### config.mk
export PLATFORM = sky130hd
export DESIGN_NAME = dma_bus_arbiter_mc
export DESIGN_NICKNAME = d
export VERILOG_FILES = /design/src/rtl/vfb_arb_pkg.sv /design/src/rtl/rr_priority_pick.sv /design/src/rtl/dma_bus_arbiter_mc.sv
export SDC_FILE = /design/constraint.sdc
export NUM_CORES = 1
export LEC_CHECK = 0
export ABC_AREA = 1
export BUFFER_PORTS_ARGS = -buffer_cell sky130_fd_sc_hd__buf_2
export CORE_AREA = 2 2 380 382
export CTS_CLUSTER_SIZE = 12
export DETAILED_ROUTE_END_ITERATION = 10
export DIE_AREA = 0 0 382 384
export GPL_TIMING_DRIVEN = 0
export PLACE_DENSITY = 0.34
export SLEW_MARGIN = 10
export SYNTH_ARGS = -nofsm -noshare
export SYNTH_HDL_FRONTEND = slang
export SYNTH_SLANG_ARGS = --single-unit
### constraint.sdc
create_clock -name clk -period 16.1 [get_ports clk]
set_input_delay 2.415 -clock clk [delete_from_list [all_inputs] [get_ports clk]]
set_output_delay 2.415 -clock clk [all_outputs]
set_load 0.1 [all_outputs]
### src/rtl/vfb_arb_pkg.sv
`default_nettype none
// ============================================================================
//  Module   : vfb_arb_pkg
//  Purpose  : Shared types and requester index helpers for frame-buffer arbiters
//  Revision : 1.0  initial release
// ============================================================================
package vfb_arb_pkg;

    localparam int NUM_CH_MAX = 4;
    localparam int NREQ       = 2 * NUM_CH_MAX;
    localparam int IDX_W      = $clog2(NREQ);

    typedef enum logic [0:0] {
        ST_IDLE  = 1'b0,
        ST_GRANT = 1'b1
    } arb_state_t;

    // Requester 2k is channel k's write DMA, 2k+1 its read DMA.
    function automatic logic is_read(input logic [IDX_W-1:0] idx);
        return idx[0];
    endfunction

    function automatic logic [IDX_W-2:0] channel_of(input logic [IDX_W-1:0] idx);
        return idx[IDX_W-1:1];
    endfunction

endpackage
`default_nettype wire

### src/rtl/rr_priority_pick.sv
`default_nettype none
// ============================================================================
//  Module   : rr_priority_pick
//  Purpose  : First-set request search starting at a pointer, with fixed bypass
//  Revision : 1.0  initial release
// ============================================================================
module rr_priority_pick #(
    parameter int N             = 8,
    parameter int W             = 3,
    parameter int PRIORITY_MODE = 0
) (
    input  logic [N-1:0] req,
    input  logic [W-1:0] ptr,
    output logic         valid,
    output logic [W-1:0] idx
);

    logic [W-1:0] w_start;

    generate
        if (PRIORITY_MODE != 0) begin : g_fixed
            logic w_unused_ptr;
            assign w_unused_ptr = ^ptr;
            assign w_start      = '0;
        end else begin : g_rr
            assign w_start = ptr;
        end
    endgenerate

    always_comb begin
        int pos;
        valid = 1'b0;
        idx   = '0;
        pos   = 0;
        for (int i = 0; i < N; i++) begin
            pos = int'(w_start) + i;
            if (pos >= N) begin
                pos = pos - N;
            end
            if (!valid && req[pos]) begin
                valid = 1'b1;
                idx   = W'(pos);
            end
        end
    end

endmodule
`default_nettype wire

### src/rtl/dma_bus_arbiter_mc.sv
`default_nettype none
// ============================================================================
//  Module   : dma_bus_arbiter_mc
//  Purpose  : Per-burst arbiter muxing NUM_CH read/write DMAs onto one DDR port
//  Revision : 1.0  initial release
// ============================================================================
module dma_bus_arbiter_mc
    import vfb_arb_pkg::*;
#(
    parameter int NUM_CH           = 4,
    parameter int ADDR_WIDTH       = 26,
    parameter int DATA_WIDTH       = 64,
    parameter int MASK_WIDTH       = 8,
    parameter int PRIORITY_MODE    = 0,
    parameter int MAX_GRANT_CYCLES = 4096
) (
    input  logic                           clk,
    input  logic                           rst,
    input  logic                           init_done,
    input  logic [2*NUM_CH-1:0]            req_i,
    input  logic [2*NUM_CH-1:0]            end_i,
    output logic [2*NUM_CH-1:0]            grant_o,
    input  logic [2*NUM_CH-1:0]            cmd_i,
    input  logic [2*NUM_CH-1:0]            cmd_en_i,
    input  logic [2*NUM_CH*ADDR_WIDTH-1:0] addr_i,
    input  logic [NUM_CH*DATA_WIDTH-1:0]   wr_data_i,
    input  logic [NUM_CH*MASK_WIDTH-1:0]   data_mask_i,
    output logic                           cmd,
    output logic                           cmd_en,
    output logic [ADDR_WIDTH-1:0]          addr,
    output logic [DATA_WIDTH-1:0]          wr_data,
    output logic [MASK_WIDTH-1:0]          data_mask,
    input  logic                           rd_data_valid,
    input  logic [DATA_WIDTH-1:0]          rd_data,
    output logic [NUM_CH-1:0]              rd_valid_o,
    output logic [NUM_CH*DATA_WIDTH-1:0]   rd_data_o,
    output logic                           timeout_o,
    output logic                           stray_rd_o
);

    localparam int c_nreq = 2 * NUM_CH;
    localparam int c_ch_w = IDX_W - 1;
    localparam int c_wd_w = (MAX_GRANT_CYCLES > 1) ? $clog2(MAX_GRANT_CYCLES) : 1;
    localparam logic [c_wd_w-1:0] c_wd_last =
        c_wd_w'((MAX_GRANT_CYCLES > 0) ? MAX_GRANT_CYCLES - 1 : 0);

    arb_state_t                 r_state;
    logic [IDX_W-1:0]           r_owner;
    logic [IDX_W-1:0]           r_ptr;
    logic [c_wd_w-1:0]          r_wd_cnt;
    logic [c_nreq-1:0]          r_grant;
    logic                       r_cmd;
    logic                       r_cmd_en;
    logic [ADDR_WIDTH-1:0]      r_addr;
    logic [DATA_WIDTH-1:0]      r_wr_data;
    logic [MASK_WIDTH-1:0]      r_mask;
    logic [NUM_CH-1:0]          r_rd_valid;
    logic [NUM_CH*DATA_WIDTH-1:0] r_rd_data;
    logic                       r_timeout;
    logic                       r_stray;

    logic                       w_pick_valid;
    logic [IDX_W-1:0]           w_pick_idx;
    logic [IDX_W-1:0]           w_ptr_next;
    logic [c_ch_w-1:0]          w_own_ch;
    logic                       w_own_cmd;
    logic                       w_own_cmd_en;
    logic                       w_own_end;
    logic [ADDR_WIDTH-1:0]      w_own_addr;
    logic [DATA_WIDTH-1:0]      w_own_wr_data;
    logic [MASK_WIDTH-1:0]      w_own_mask;
    logic                       w_wd_expired;

    rr_priority_pick #(
        .N             (c_nreq),
        .W             (IDX_W),
        .PRIORITY_MODE (PRIORITY_MODE)
    ) u_pick (
        .req   (req_i),
        .ptr   (r_ptr),
        .valid (w_pick_valid),
        .idx   (w_pick_idx)
    );

    assign w_ptr_next   = (w_pick_idx == IDX_W'(c_nreq - 1)) ? '0 : w_pick_idx + IDX_W'(1);
    assign w_own_ch     = channel_of(r_owner);
    assign w_wd_expired = (MAX_GRANT_CYCLES != 0) && (r_wd_cnt == c_wd_last);

    always_comb begin
        w_own_cmd     = 1'b0;
        w_own_cmd_en  = 1'b0;
        w_own_end     = 1'b0;
        w_own_addr    = '0;
        w_own_wr_data = '0;
        w_own_mask    = '0;
        for (int i = 0; i < c_nreq; i++) begin
            if (r_owner == IDX_W'(i)) begin
                w_own_cmd    = cmd_i[i];
                w_own_cmd_en = cmd_en_i[i];
                w_own_end    = end_i[i];
                w_own_addr   = addr_i[i*ADDR_WIDTH +: ADDR_WIDTH];
            end
        end
        for (int k = 0; k < NUM_CH; k++) begin
            if (w_own_ch == c_ch_w'(k)) begin
                w_own_wr_data = wr_data_i[k*DATA_WIDTH +: DATA_WIDTH];
                w_own_mask    = data_mask_i[k*MASK_WIDTH +: MASK_WIDTH];
            end
        end
    end

    always_ff @(posedge clk or posedge rst) begin
        if (rst) begin
            r_state    <= ST_IDLE;
            r_owner    <= '0;
            r_ptr      <= '0;
            r_wd_cnt   <= '0;
            r_grant    <= '0;
            r_cmd      <= 1'b0;
            r_cmd_en   <= 1'b0;
            r_addr     <= '0;
            r_wr_data  <= '0;
            r_mask     <= '0;
            r_rd_valid <= '0;
            r_rd_data  <= '0;
            r_timeout  <= 1'b0;
            r_stray    <= 1'b0;
        end else begin
            r_cmd     <= w_own_cmd;
            r_cmd_en  <= (r_state == ST_GRANT) && w_own_cmd_en;
            r_addr    <= w_own_addr;
            r_wr_data <= w_own_wr_data;
            r_mask    <= w_own_mask;

            // A read beat only belongs to a channel whose read DMA owns the port.
            r_rd_valid <= '0;
            if (rd_data_valid) begin
                if ((r_state == ST_GRANT) && is_read(r_owner)) begin
                    for (int k = 0; k < NUM_CH; k++) begin
                        if (w_own_ch == c_ch_w'(k)) begin
                            r_rd_valid[k]                         <= 1'b1;
                            r_rd_data[k*DATA_WIDTH +: DATA_WIDTH] <= rd_data;
                        end
                    end
                end else begin
                    r_stray <= 1'b1;
                end
            end

            case (r_state)
                ST_IDLE: begin
                    if (init_done && w_pick_valid) begin
                        r_state  <= ST_GRANT;
                        r_owner  <= w_pick_idx;
                        r_grant  <= c_nreq'(1) << w_pick_idx;
                        r_wd_cnt <= '0;
                        if (PRIORITY_MODE == 0) begin
                            r_ptr <= w_ptr_next;
                        end
                    end
                end
                ST_GRANT: begin
                    if (w_own_end) begin
                        r_state <= ST_IDLE;
                        r_grant <= '0;
                    end else if (w_wd_expired) begin
                        r_state   <= ST_IDLE;
                        r_grant   <= '0;
                        r_timeout <= 1'b1;
                    end else begin
                        r_wd_cnt <= r_wd_cnt + c_wd_w'(1);
                    end
                end
            endcase
        end
    end

    assign grant_o    = r_grant;
    assign cmd        = r_cmd;
    assign cmd_en     = r_cmd_en;
    assign addr       = r_addr;
    assign wr_data    = r_wr_data;
    assign data_mask  = r_mask;
    assign rd_valid_o = r_rd_valid;
    assign rd_data_o  = r_rd_data;
    assign timeout_o  = r_timeout;
    assign stray_rd_o = r_stray;

endmodule
`default_nettype wire
* After elaboration in Yosys (flattened, before gate mapping)
Index checks and enable logic that the tools add are counted.
** Cells by class
- Add/sub/neg operators :: 17
- Multiply operators :: 0
- Div/mod/pow operators :: 0
- $lt $le $gt $ge :: 16
- Equal/unequal tests :: 16
- Shift-type cells :: 1
- Muxes and demuxes :: 107
- Bitwise operators :: 3
- Reductions and logical operators :: 28
** Operators with widths (number)
- $lt A32 B5 Y1 const B :: 8
- $mux W32 :: 8
- $mux W64 :: 4
- $ge A32 B5 Y1 const B :: 7
- $sub A32 B5 Y32 const B :: 7
- $mux W26 :: 8
- $mux W8 :: 7
- $mux W1 :: 55
- $mux W12 :: 3
- $mux W3 :: 9
- $bmux W1 S3 :: 8
- $pmux W12 S2 :: 1
- $reduce_and A3 Y1 :: 6
- $add A3 B3 Y4 const B :: 4
- $pmux W8 S2 :: 1
- $eq A3 B3 Y1 const B :: 5
- $add A12 B1 Y12 const B :: 1
- $eq A12 B12 Y1 const B :: 1
- $logic_and A1 B1 Y1 :: 10
- $add A3 B2 Y4 const B :: 2
- $mux W4 :: 2
- $shl A1 B3 Y8 const A :: 1
- $logic_not A1 Y1 :: 7
- $eq A3 B2 Y1 const B :: 2
- 14 further kinds :: 21
** Word-level totals
- Register bits :: 389
- Bits in latches :: 0
- RAM bits :: 0
- Bits in read-only memories :: 0
- Output and inout port bits :: 370
- Word-level logic and storage cells :: 205
- Memories :: 0

* Logic depth before layout (Yosys ltp)
Gate-level depths: netlist of run 1.
- Depth after elaboration :: 30
- Mapped depth :: 21
- Depth with buffers taken out :: 19

* Cells and area by module
From an unflattened synthesis of run 1, not the netlist that was laid out.
** Unflattened totals
- Cell total of the unflattened synthesis :: 2124
- Area total of the unflattened synthesis :: 17541.8 sq um
** Modules (own cells, without submodules)
- dma_bus_arbiter_mc :: instances 1, cells an instance 1988, area each 16839.9 sq um, sequential area each 9734.3 sq um
- rr_priority_pick :: instances 1, cells an instance 136, area each 701.9 sq um, sequential area each 0.0 sq um

* Worst setup path before layout of run 1
No wires, ideal clock.
- Path type :: input-to-reg
- Start point :: input req_i[3]
- End point :: register r_ptr[1]
- Setup time :: 0.122 ns
- Data arrival time :: 4.053 ns
- Data required time :: 15.978 ns
- Setup slack :: 11.924 ns
- Cell stages on the path :: 16
- Path buffers :: 0
- Cell sequence :: nand2_1 nand3_1 nand3_2 nand2_2 nor2_8 nand4_4 nor2_8 nand3_1 nand3_1 nand2_1 inv_1 ha_1 ha_1 nor2_1 nand2_1 o21ai_1
** Between the ends
- Cells in the longest elaborated chain, start to end :: 27
** Ends and longest elaborated chain
- from (decl) :: line dma_bus_arbiter_mc.sv:20 : input logic [2*NUM_CH-1:0] req_i,
- $bmux W1 S3 :: line rr_priority_pick.sv:40 : if (!valid && req[pos]) begin
- $mux W1 (not written as such) (2 in series) :: line rr_priority_pick.sv:40
- $mux W1 :: line rr_priority_pick.sv:40
- $logic_not A1 Y1 :: line rr_priority_pick.sv:40
- $logic_and A1 B1 Y1 :: line rr_priority_pick.sv:40
- $mux W1 :: line rr_priority_pick.sv:40
- $logic_not A1 Y1 :: line rr_priority_pick.sv:40
- $logic_and A1 B1 Y1 :: line rr_priority_pick.sv:40
- [11 not listed]
- $logic_and A1 B1 Y1 :: line rr_priority_pick.sv:40
- $mux W1 :: line rr_priority_pick.sv:40
- $logic_not A1 Y1 :: line rr_priority_pick.sv:40
- $logic_and A1 B1 Y1 :: line rr_priority_pick.sv:40
- $mux W3 * :: line rr_priority_pick.sv:40
- named net u_pick.idx[0] :: line rr_priority_pick.sv:15 : output logic [W-1:0] idx
- $add A3 B1 Y3 or $eq A3 B3 Y1 (tied branches) :: line dma_bus_arbiter_mc.sv:85 : assign w_ptr_next = (w_pick_idx == IDX_W'(c_nreq - 1)) ? '0 : w_pick_idx + IDX_W'(1);
- $mux W3 * :: line dma_bus_arbiter_mc.sv:85
- to (signal assigned) :: line dma_bus_arbiter_mc.sv:158 : r_ptr <= w_ptr_next;
- to (decl) :: line dma_bus_arbiter_mc.sv:49 : logic [IDX_W-1:0] r_ptr;
Mark *: on every way through the listed nets, which the timed path passes. The rest lies on a longest branch. The select of a mux whose other input is x is not followed.
A chain may end at the register's enable or synchronous reset.

* Worst setup path after layout of run 1
- Start point :: input rd_data_valid
- End point :: register r_rd_data[41], in the netlist rd_data_o[41]
** Between the ends
- Cells in the longest elaborated chain, start to end :: 1
** Ends and longest elaborated chain
- from (decl) :: line dma_bus_arbiter_mc.sv:33 : input logic rd_data_valid,
- $reduce_and A3 Y1 (no source line)
- to (signal, indexed assignment) :: line dma_bus_arbiter_mc.sv:142 : r_rd_data[k*DATA_WIDTH +: DATA_WIDTH] <= rd_data;
- to (decl) :: line dma_bus_arbiter_mc.sv:58 : logic [NUM_CH*DATA_WIDTH-1:0] r_rd_data;
No other way between the ends.

==> key figures, run 1 <==
Setup path
  • Crit path capture type: register
  • Sum of buffers and inverters on the critical path: 4
  • Top cell by count, worst path: clkbuf_1
  • Crit path max-delay family: buffers and inverters
  • CP required: 16.67 ns
  • Arrival time at the worst endpoint: 4.86 ns
  • Setup crit start kind: input port
  • Setup Crit Path Kind: input port to register
  • Worst-path cell chain: buf_2 -> nand3_1 -> nor2_1 -> inv_1 -> clkbuf_1 -> clkbuf_1 -> nand2_1 -> o21ai_0
  • CP max FO: 11
  • Slowest stage delay, CP: 0.84 ns
  • CP max stage cell: clkbuf_1

Synthesis
  • Mapped Area: 0.0174 sq mm
  • Synth Area per Inst: 8.42 sq um
  • Async set-reset flop share out of synthesis: 100%
  • Seq cells post-synth: 389
  • Syn Inst Count: 2068
  • Synth area leaders: dfrtp_1 56%, nand2_1 17%, o21ai_0 7.4%
  • Largest family of logic cells by synthesized area: simple AND/OR/NAND/NOR gates
  • Post-synth top area share: 55.9%
  • Largest area contributor in the netlist: dfrtp_1
  • Ys Warns: 0
  • Post-synth EDFFs: 0
  • Syn Nets: 2673
  • Synth unique cells: 37
  • Register area share after synthesis: 55.9%
  • Adder-cell share of the synthesized area: 0.647%
  • Compound-Gate Fraction of Synth Area: 10.7%
  • Synth Flop Type: dfrtp_1
  • Post-synthesis mux area share: 0%
  • Simple-Gate Fraction of Synth Area: 26.1%
  • Xor/xnor cell area share of the yosys netlist: 0.834%

Clocking
  • H-tree Lvls: 2
  • CTS tree: done
  • TritonCTS Buffers: 56
  • Max Buffers Root-to-Sink: 3
  • Worst-skew pair later-pin latency: 0.66 ns
  • CTS resizes: 0
  • CTS hold repair buffers: 0
  • Clock root cell: clkbuf_16
  • Reg clk slew, reported paths: 0.07 ns
  • Sink Count: 389
  • Number of setup buffers added after CTS: 0

Timing
  • Final TNS setup: 0 ns
  • Tmin final: 4.29 ns
  • Achievable Freq: 233 MHz
  • Fin crit share: 26.7%
  • RSZ-0062 raised after global routing: no
  • Worst slew pin tran: 1.30 ns
  • Slew HR: 13.1%
  • Final Hold Vio Count: 0
  • Max-slew violation count: 0
  • Clk_skew: 0.0235 ns
  • Setup Viol. Count Final: 0

Outcome
  • Status: finished, final reports clean

Route
  • Pre-Repair DR Iteration Count: 5
  • Final antenna-violating net count: 0
  • Via Count: 19135
  • WL final: 126000 microns
  • Met3 WL: 10700 microns
  • Wire per inst: 24.9 microns
  • WL met1: 47200 microns
  • Top routing layer in use: met5
  • Vias/cell: 3.78
  • Initial DRC Count: 1019
  • DRC: 0
  • Met2 wire len: 65100 microns

Floorplanning
  • Die width: 382 microns
  • Row cnt: 139
  • Die height: 384 microns
  • Initial cell density of the core: 12.2%
  • Die area: 0.147 sq mm
  • Core Box Area: 0.143 sq mm
  • Ports: 966

Layout
  • Area Overhead vs Synth: 53.6%
  • Fillers: 16419
  • Layout cells sized above 1: 36.0%
  • Util after Layout: 18.7%
  • Nets: 3702
  • Post-Layout Cell Count: 5058

Placed design
  • DP Cell Count: 4942
  • Post-DP HPWL: 102000 microns
  • Port Buffers: 965
  • RePlAce Congestion: 0.867

Hold path
  • HP Class: register to register

Global route
  • Largest net degree at the start of global routing: 87
  • Initial antenna violation count: 33
  • First-pass GRT wire length: 168000 microns
  • Overflow after GRT: 0
  • GRT Util Overall: 16.5%
  • Vias in the first global route: 19798

Flow run
  • Max Cap Viol: 0
-- worst paths after layout --
check                          startpoint  slack [ns]  cells after the start             end
setup / recovery            rd_data_valid       11.81                      8   rd_data_o[41]
setup reg to reg               r_owner[1]       12.22                      9         addr[6]
max in group asynchronous             rst       12.85                      4        addr[23]
hold reg to reg            rd_data_o[185]        0.47                      2  rd_data_o[185]
min in group asynchronous             rst        1.87                      2     wr_data[43]
hold / removal             rd_data_o[185]        0.47                      2  rd_data_o[185]
-- layout by cell type (no fill, tap or decap), drive strengths merged, types with 5 or more instances in the layout --
cell type	Yosys	layout
a21oi	14	14
a221oi	43	43
buf	24	995
bufinv	0	5
clkbuf	100	178
clkinv	0	13
clkinvlp	0	5
dfrtp	389	389
diode	0	13
ha	9	9
inv	132	134
nand2	776	776
nand3	140	140
nand4	81	81
nor2	58	58
o21ai	263	263
or2	8	8
xnor2	6	6
xor2	8	8
-- logic make-up after synthesis --
| kind of cell | count (synthesis) |
|---|---|
| xor+xnor | 14 |
| buf+inv | 256 |
| compound gates | 332 |
| simple gates | 1068 |
| fa+ha+maj | 9 |
| flops | 389 |
-- metal layers --
metal  up-vias  GRT usage [%]
li1       8898              -
met1      9290           18.1
met2       749           30.3
met3       164           5.98
met4        34           3.56
met5         -              0
-- through the flow --
stage	setup slack, ns	area, sq um	hold WS (ns)
2_1_floorplan	2.87	17400	0.491
3_3_place_gp	-4.44	24600	0.457
3_5_place_dp	10.92	24800	0.460
4_1_cts	11.63	26700	0.481
5_1_grt	11.61	26700	0.498
6_report	11.81	26700	0.474
-- cell type report --
class                      count  area, sq um  area share (%)
sequential                   389         9730            36.4
multi-input combinational   1423         6670            24.9
timing repair buffer         971         4970            18.6
tap                         1903         2380            8.91
clock buffer                  78         1580            5.93
buffer                       124          522            1.95
inverter                     132          503            1.88
clock inverter                25          332            1.24
antenna                       13         32.5           0.122
-- cell usage after synthesis (all sizes together) (6+ instances only) --
cell type,instances
a221oi,43
buf,24
dfrtp,389
nand3,140
inv,132
xnor2,6
nor2,58
nand2,776
or2,8
a21oi,14
ha,9
o21ai,263
nand4,81
xor2,8
clkbuf,100
-- state kept, by name (all words and copies together), names as in the netlist, 3 cells and up --
signal and cells:
addr 26, data_mask 8, grant_o 8, r_owner 3
r_ptr 3, r_wd_cnt 12, rd_data_o 256, rd_valid_o 4
wr_data 64
-- worst min-delay path, cell delays in order (launching register included) --
cell and delay [ns]:
dfrtp_1 0.34, nand2_1 0.05, o21ai_0 0.05
Power of run 1 is not shown: default switching activity piles up to over one toggle a cycle in this logic, so the estimate is an artifact.
==> run 2: changes to the inputs <==
--- a/config.mk
+++ b/config.mk
@@ -5,14 +5,14 @@
 export SDC_FILE = /design/constraint.sdc
 export NUM_CORES = 1
 export LEC_CHECK = 0
-export ABC_AREA = 1
+export ABC_AREA = 0
 export BUFFER_PORTS_ARGS = -buffer_cell sky130_fd_sc_hd__buf_2
-export CORE_AREA = 2 2 380 382
+export CORE_AREA = 2 2 375 377
 export CTS_CLUSTER_SIZE = 12
 export DETAILED_ROUTE_END_ITERATION = 10
-export DIE_AREA = 0 0 382 384
+export DIE_AREA = 0 0 377 379
 export GPL_TIMING_DRIVEN = 0
-export PLACE_DENSITY = 0.34
+export PLACE_DENSITY = 0.35
 export SLEW_MARGIN = 10
 export SYNTH_ARGS = -nofsm -noshare
 export SYNTH_HDL_FRONTEND = slang
==> constraint.sdc (replaced) <==
create_clock -name clk -period 4.16 [get_ports clk]
set_input_delay 0.624 -clock clk [delete_from_list [all_inputs] [get_ports clk]]
set_output_delay 0.624 -clock clk [all_outputs]
set_load 0.1 [all_outputs]
==> key figures, run 2 <==
Outcome
  • Status: finished, final reports clean (unchanged)

Synthesis
  • Synth Area per Inst: 11.9 sq um (was 8.42 sq um)
  • Mapped Area: 0.0180 sq mm (was 0.0174 sq mm)
  • Synth area leaders: dfrtp_1 54%, mux4_2 11%, mux2_2 9.4% (was dfrtp_1 56%, nand2_1 17%, o21ai_0 7.4%)
  • Syn Nets: 2111 (was 2673)
  • Largest area contributor in the netlist: dfrtp_1 (unchanged)
  • Synth unique cells: 66 (was 37)
  • Ys Warns: 0 (unchanged)
  • Async set-reset flop share out of synthesis: 100% (unchanged)
  • Register area share after synthesis: 54.2% (was 55.9%)
  • Most common cell in the netlist: nand2_1 (unchanged)
  • Top post-synthesis cells by count: 407 x nand2_1, 389 x dfrtp_1, 150 x mux2_2, 91 x a21oi_1, 88 x mux4_2 (was 767 x nand2_1, 389 x dfrtp_1, 258 x o21ai_0, 132 x nand3_1, 120 x inv_1)
  • Post-synth EDFFs: 0 (unchanged)
  • Post-synth top area share: 54.2% (was 55.9%)
  • Syn Inst Count: 1506 (was 2068)
  • Seq cells post-synth: 389 (unchanged)
  • Synth Flop Type: dfrtp_1 (unchanged)

Timing
  • Max-slew violation count: 0 (unchanged)
  • Worst slew pin tran: 1.14 ns (was 1.30 ns)
  • Achievable Freq: 251 MHz
  • Fin crit share: 95.7%
  • Setup ws final: 0.180 ns (was 11.81 ns)
  • Slew HR: 24.0% (was 13.1%)
  • Clk_skew: 0.0399 ns (was 0.0235 ns)
  • Tmin final: 3.98 ns
  • Final Hold Vio Count: 0 (unchanged)
  • Setup Viol. Count Final: 0 (unchanged)
  • RSZ-0062 raised after global routing: no (unchanged)

Floorplanning
  • Initial cell density of the core: 12.9% (was 12.2%)
  • Die height: 379 microns (was 384 microns)
  • Core Box Area: 0.139 sq mm (was 0.143 sq mm)
  • Row cnt: 137 (was 139)
  • Die area: 0.143 sq mm (was 0.147 sq mm)
  • Die width: 377 microns (was 382 microns)
  • Ports: 966 (unchanged)

Clocking
  • TritonCTS Buffers: 52 (was 56)
  • Reg clk slew, reported paths: 0.06 ns (was 0.07 ns)
  • Sink Count: 389 (unchanged)
  • H-tree Lvls: 2 (unchanged)
  • Clock root cell: clkbuf_16 (unchanged)
  • Worst-skew pair later-pin latency: 0.66 ns (about the same)
  • Max Buffers Root-to-Sink: 3 (unchanged)
  • CTS tree: done (unchanged)

Layout
  • Max FFs per register: 256 (unchanged)
  • Commonest non-fill, non-tap cell in the layout: buf_2 (unchanged)
  • Nets: 3149 (was 3702)
  • Area Overhead vs Synth: 52.3% (was 53.6%)
  • Post-Layout Cell Count: 4424 (was 5058)
  • Final instance area: 0.0274 sq mm (was 0.0267 sq mm)
  • Most frequent cells in the layout: 977 x buf_2, 407 x nand2_1, 389 x dfrtp_1, 150 x mux2_2, 91 x a21oi_1 (was 973 x buf_2, 767 x nand2_1, 389 x dfrtp_1, 258 x o21ai_0, 132 x nand3_1)
  • Layout cells sized above 1: 52.2% (was 36.0%)

Route
  • Via Count: 16934 (was 19135)
  • Vias/cell: 3.83 (was 3.78)
  • Wire per inst: 26.9 microns (was 24.9 microns)
  • DRC: 0 (unchanged)
  • Pre-Repair DR Iteration Count: 5 (unchanged)
  • WL final: 119000 microns (was 126000 microns)
  • Initial DRC Count: 989 (was 1019)
  • Final antenna-violating net count: 0 (unchanged)

Setup path
  • CP max FO: 10 (was 11)
  • Worst reg2reg setup slack: 0.18 ns (was 12.22 ns)
  • Crit path capture type: register (unchanged)
  • CP required: 4.70 ns (was 16.67 ns)
  • FF-to-FF Start: r_ptr[1] (was r_owner[1])
  • Capturing point of the worst reg2reg path: r_ptr[1] (was addr[6])
  • Setup crit start kind: register (was input port)
  • Register-to-Register Path Depth: 15 (was 9)
  • Setup Crit Path Kind: register to register (was input port to register)
  • Arrival time at the worst endpoint: 4.52 ns (was 4.86 ns)

Placed design
  • Placed instance area: 0.0254 sq mm (was 0.0248 sq mm)
  • Port Buffers: 965 (unchanged)
  • DP Cell Count: 4297 (was 4942)
  • RePlAce Congestion: 0.921 (was 0.867)
  • Worst slack at placement: -1.02 ns (was 10.92 ns)
  • Post-DP HPWL: 99800 microns (was 102000 microns)

Global route
  • Initial antenna violation count: 103 (was 33)
  • Vias in the first global route: 17661 (was 19798)
  • First-pass GRT wire length: 157000 microns (was 168000 microns)
  • GRT Util Overall: 16.1% (was 16.5%)
  • Largest net degree at the start of global routing: 34 (was 87)
  • Overflow after GRT: 0 (unchanged)

Hold path
  • HP Class: input port to register (was register to register)
  • Hold path start: rd_data[63] (was rd_data_o[185])
  • WHS Path Cells: 3 (was 2)
  • Worst Hold Path EP: rd_data_o[127] (was rd_data_o[185])

Flow run
  • Max Cap Viol: 0 (unchanged)
==> run 2: changes by cell type after synthesis, sizes merged, moves of 19 or more <==
cell    change
mux4       +91
nand2     -369
clkbuf     -26
inv       -118
nor2       -19
a21oi      +77
nand3     -127
nand4      -79
mux2      +151
o21ai     -250
a221oi     -24
a22o       +20
mux2i      +46
==> run 2: how the worst max path moves through the flow <==
stage	start	endpoint	slack, ns
final	r_ptr[1]	r_ptr[1]	0.18
after global routing	r_ptr[0]	r_ptr[1]	0.02
after CTS	r_owner[1]	rd_data_o[4]	0.07
after detailed placement	r_owner[1]	rd_data_o[111]	-1.02
after global placement	rst	rd_data_o[56]	-5.40
after floorplan	rst	addr[0]	-1.70
==> run 2: through the flow <==
step           hold slack (ns)  util (%)   TNS, ns
2_1_floorplan            0.498         -   -659.71
3_3_place_gp             0.456      18.1  -2096.67
3_5_place_dp             0.457      18.3    -40.82
4_1_cts                  0.119      19.6         0
5_1_grt                  0.161      19.7         0
6_report                 0.205      19.7         0
==> run 2: worst max-delay path, stage by stage (launching register included) <==
cell	delay (ns)
dfrtp_1	0.35
buf_4	0.20
clkinvlp_4	0.13
ha_1	0.28
buf_2	0.17
buf_4	0.21
mux4_2	0.40
mux2i_2	0.25
and2_4	0.23
nand3_2	0.11
or3_4	0.41
a31oi_4	0.38
inv_4	0.09
ha_1	0.24
or3_1	0.35
o21ai_0	0.07
==> run 2: final cells by class <==
| class | instances | area (sq um) |
|---|---|---|
| fill | 15464 | 111000 |
| multi-input combinational | 995 | 7740 |
| inverter | 14 | 62.6 |
| timing repair buffer | 986 | 5170 |
| sequential | 389 | 9730 |
| clock inverter | 12 | 253 |
| buffer | 106 | 464 |
| antenna | 34 | 85.1 |
| clock buffer | 81 | 1590 |
| tap | 1807 | 2260 |
==> run 2: logic make-up (layout without fill, tap and decap cells) <==
kind of cell	Yosys count	in the layout	share of synthesized area (%)
other	0	34	0
buffers and inverters	122	1199	2.85
AOI/OAI and AO/OA	188	188	6.98
DFF	389	389	54.2
muxes	288	288	23.6
xor gates and xnor gates	12	12	0.585
adders and majority gates	9	9	0.627
and+or+nand+nor	498	498	11.2
==> run 2: what timing repair did <==
| item | in CTS | in global routing |
|---|---|---|
| hold buffers | 1 | 0 |
| setup buffers | 1 | 0 |
| resized for setup | 5 | 1 |
| hold endpoints to repair | 13 | 0 |
| cloned | 0 | 0 |
| setup endpoints to repair | 117 | 2 |
| pin swaps | 0 | 0 |
==> run 2: metal layers <==
| metal | wire (microns) | part of all wire, % | up-vias | global-route usage, % |
|---|---|---|---|---|
| li1 | - | - | 7452 | - |
| met1 | 50000 | 42 | 8468 | 20.5 |
| met2 | 55900 | 47 | 803 | 26.4 |
| met3 | 10700 | 9.0 | 197 | 5.29 |
| met4 | 2430 | 2.0 | 14 | 3.76 |
| met5 | 101 | 0.085 | - | 0 |
Power of run 2 is left out for the same reason.
==> run 3: changes to the inputs <==
--- a/config.mk
+++ b/config.mk
@@ -13,6 +13,7 @@
 export DIE_AREA = 0 0 377 379
 export GPL_TIMING_DRIVEN = 0
 export PLACE_DENSITY = 0.35
+export RECOVER_POWER = 25
 export SLEW_MARGIN = 10
 export SYNTH_ARGS = -nofsm -noshare
 export SYNTH_HDL_FRONTEND = slang
==> key figures, run 3 (synthesized netlist as in run 2, its figures left out) <==
Floorplanning
  • Die area: 0.143 sq mm (unchanged)
  • Die height: 379 microns (unchanged)
  • Die width: 377 microns (unchanged)
  • Ports: 966 (unchanged)
  • Core Box Area: 0.139 sq mm (unchanged)
  • Initial cell density of the core: 12.9% (unchanged)
  • Row cnt: 137 (unchanged)

Route
  • Met2 wire len: 55900 microns (about the same)
  • Via Count: 16911 (was 16934)
  • Pre-Repair DR Iteration Count: 6 (was 5)
  • DRC: 0 (unchanged)
  • Top routing layer in use: met5 (unchanged)
  • WL met1: 49900 microns (was 50000 microns)
  • Final antenna-violating net count: 0 (unchanged)
  • Met3 WL: 10800 microns (was 10700 microns)
  • Initial DRC Count: 996 (was 989)
  • Vias/cell: 3.82 (was 3.83)
  • WL final: 119000 microns (about the same)
  • Wire per inst: 26.9 microns (about the same)

Timing
  • Final TNS setup: 0 ns (unchanged)
  • Final Hold Vio Count: 0 (unchanged)
  • Tmin final: 3.98 ns (about the same)
  • Max-slew violation count: 0 (unchanged)
  • Slew HR: 6.89% (was 24.0%)
  • Clk_skew: 0.0430 ns (was 0.0399 ns)
  • Worst slew pin tran: 1.40 ns (was 1.14 ns)
  • Setup Viol. Count Final: 0 (unchanged)
  • Achievable Freq: 251 MHz (about the same)
  • RSZ-0062 raised after global routing: no (unchanged)
  • Fin crit share: 95.7% (about the same)

Clocking
  • Reg clk slew, reported paths: 0.06 ns (about the same)
  • Sink Count: 389 (unchanged)
  • Clock root cell: clkbuf_16 (unchanged)
  • Worst-skew pair later-pin latency: 0.66 ns (about the same)
  • Max Buffers Root-to-Sink: 3 (unchanged)
  • H-tree Lvls: 2 (unchanged)
  • CTS tree: done (unchanged)
  • TritonCTS Buffers: 52 (unchanged)

Global route
  • Overflow after GRT: 0 (unchanged)
  • Initial antenna violation count: 103 (unchanged)
  • Vias in the first global route: 17661 (unchanged)
  • First-pass GRT wire length: 157000 microns (unchanged)
  • GRT Util Overall: 16.1% (unchanged)
  • Largest net degree at the start of global routing: 34 (unchanged)

Placed design
  • RePlAce Congestion: 0.921 (unchanged)
  • Port Buffers: 965 (unchanged)
  • Post-DP HPWL: 99800 microns (unchanged)

Setup path
  • Setup crit start kind: register (unchanged)
  • FF-to-FF Start: r_ptr[1] (unchanged)
  • CP required: 4.70 ns (about the same)
  • Register-to-Register Path Depth: 15 (unchanged)
  • Worst reg2reg setup slack: 0.18 ns (about the same)
  • CP endpoint: r_ptr[1] (unchanged)
  • Critical path startpoint: r_ptr[1] (unchanged)
  • Capturing point of the worst reg2reg path: r_ptr[1] (unchanged)
  • Crit path capture type: register (unchanged)
  • CP max FO: 10 (unchanged)
  • Setup Crit Path Kind: register to register (unchanged)
  • Arrival time at the worst endpoint: 4.52 ns (about the same)

Hold path
  • HP Class: input port to register (unchanged)
  • WHS Path Cells: 3 (unchanged)

Layout
  • Nets: 3149 (unchanged)
  • Max FFs per register: 256 (unchanged)
  • Most frequent cells in the layout: 959 x buf_2, 407 x nand2_1, 389 x dfrtp_1, 150 x mux2_2, 100 x clkbuf_1 (was 977 x buf_2, 407 x nand2_1, 389 x dfrtp_1, 150 x mux2_2, 91 x a21oi_1)
  • Layout cells sized above 1: 51.5% (was 52.2%)
  • Fillers: 15476 (was 15464)
  • Commonest non-fill, non-tap cell in the layout: buf_2 (unchanged)
  • Area Overhead vs Synth: 51.8% (was 52.3%)

Flow run
  • Max Cap Viol: 0 (unchanged)

Outcome
  • Status: finished, final reports clean (unchanged)
-- run 3: per-layer routing --
metal,up-vias,GRT usage (%)
met1,8466,20.5
met2,785,26.4
met3,194,5.29
met5,-,0
li1,7452,-
met4,14,3.76
-- run 3: layout make-up --
type                    count  area [sq um]  share of cell area [%]
clock buffers              81          1590                    5.83
multi-input cells         995          7740                    28.4
plain buffers             106           464                    1.70
well taps                1807          2260                    8.29
diodes                     34          85.1                   0.312
clock inverters            12           253                   0.927
inverters                  14          60.1                   0.220
repair buffers            986          5080                    18.6
flip-flops and latches    389          9730                    35.7
-- run 3: how the worst min path moves through the flow --
stage,startpoint,to
after floorplan,r_wd_cnt[5],r_wd_cnt[5]
after global placement,rd_data_o[111],rd_data_o[111]
after detailed placement,rd_data_o[97],rd_data_o[97]
after CTS,rd_data[63],rd_data_o[255]
after global routing,rd_data[63],rd_data_o[127]
final,rd_data[63],rd_data_o[255]
-- run 3: what timing repair did --
item,4_1_cts,5_1_grt
hold buffers,1,0
cloned,0,0
hold endpoints to repair,13,0
setup buffers,1,0
endpoints found under the setup margin,117,2
resized for setup,5,1
-- run 3: per-stage QoR --
stage	util [%]	hold WS, ns	cell area, sq um	instances	setup WS (ns)
finish	19.6	0.206	27300	4424	0.179
global route	19.6	0.161	27200	4401	0.0194
CTS	19.6	0.119	27300	4390	0.0668
detailed placement	18.3	0.457	25400	4297	-1.02
global placement	18.1	0.456	25100	4278	-5.40
floorplan	-	0.498	18000	1506	-1.70
-- run 3: critical path, cell delays in order (launching register included) --
cell and delay (ns):
dfrtp_1 0.35, buf_4 0.21, clkinvlp_4 0.13, ha_1 0.28, buf_2 0.17, buf_4 0.21, mux4_2 0.40, mux2i_2 0.25
and2_4 0.22, nand3_2 0.11, or3_4 0.41, a31oi_4 0.38, inv_4 0.09, ha_1 0.24, or3_1 0.35, o21ai_0 0.07
Power of run 3 is left out for the same reason.
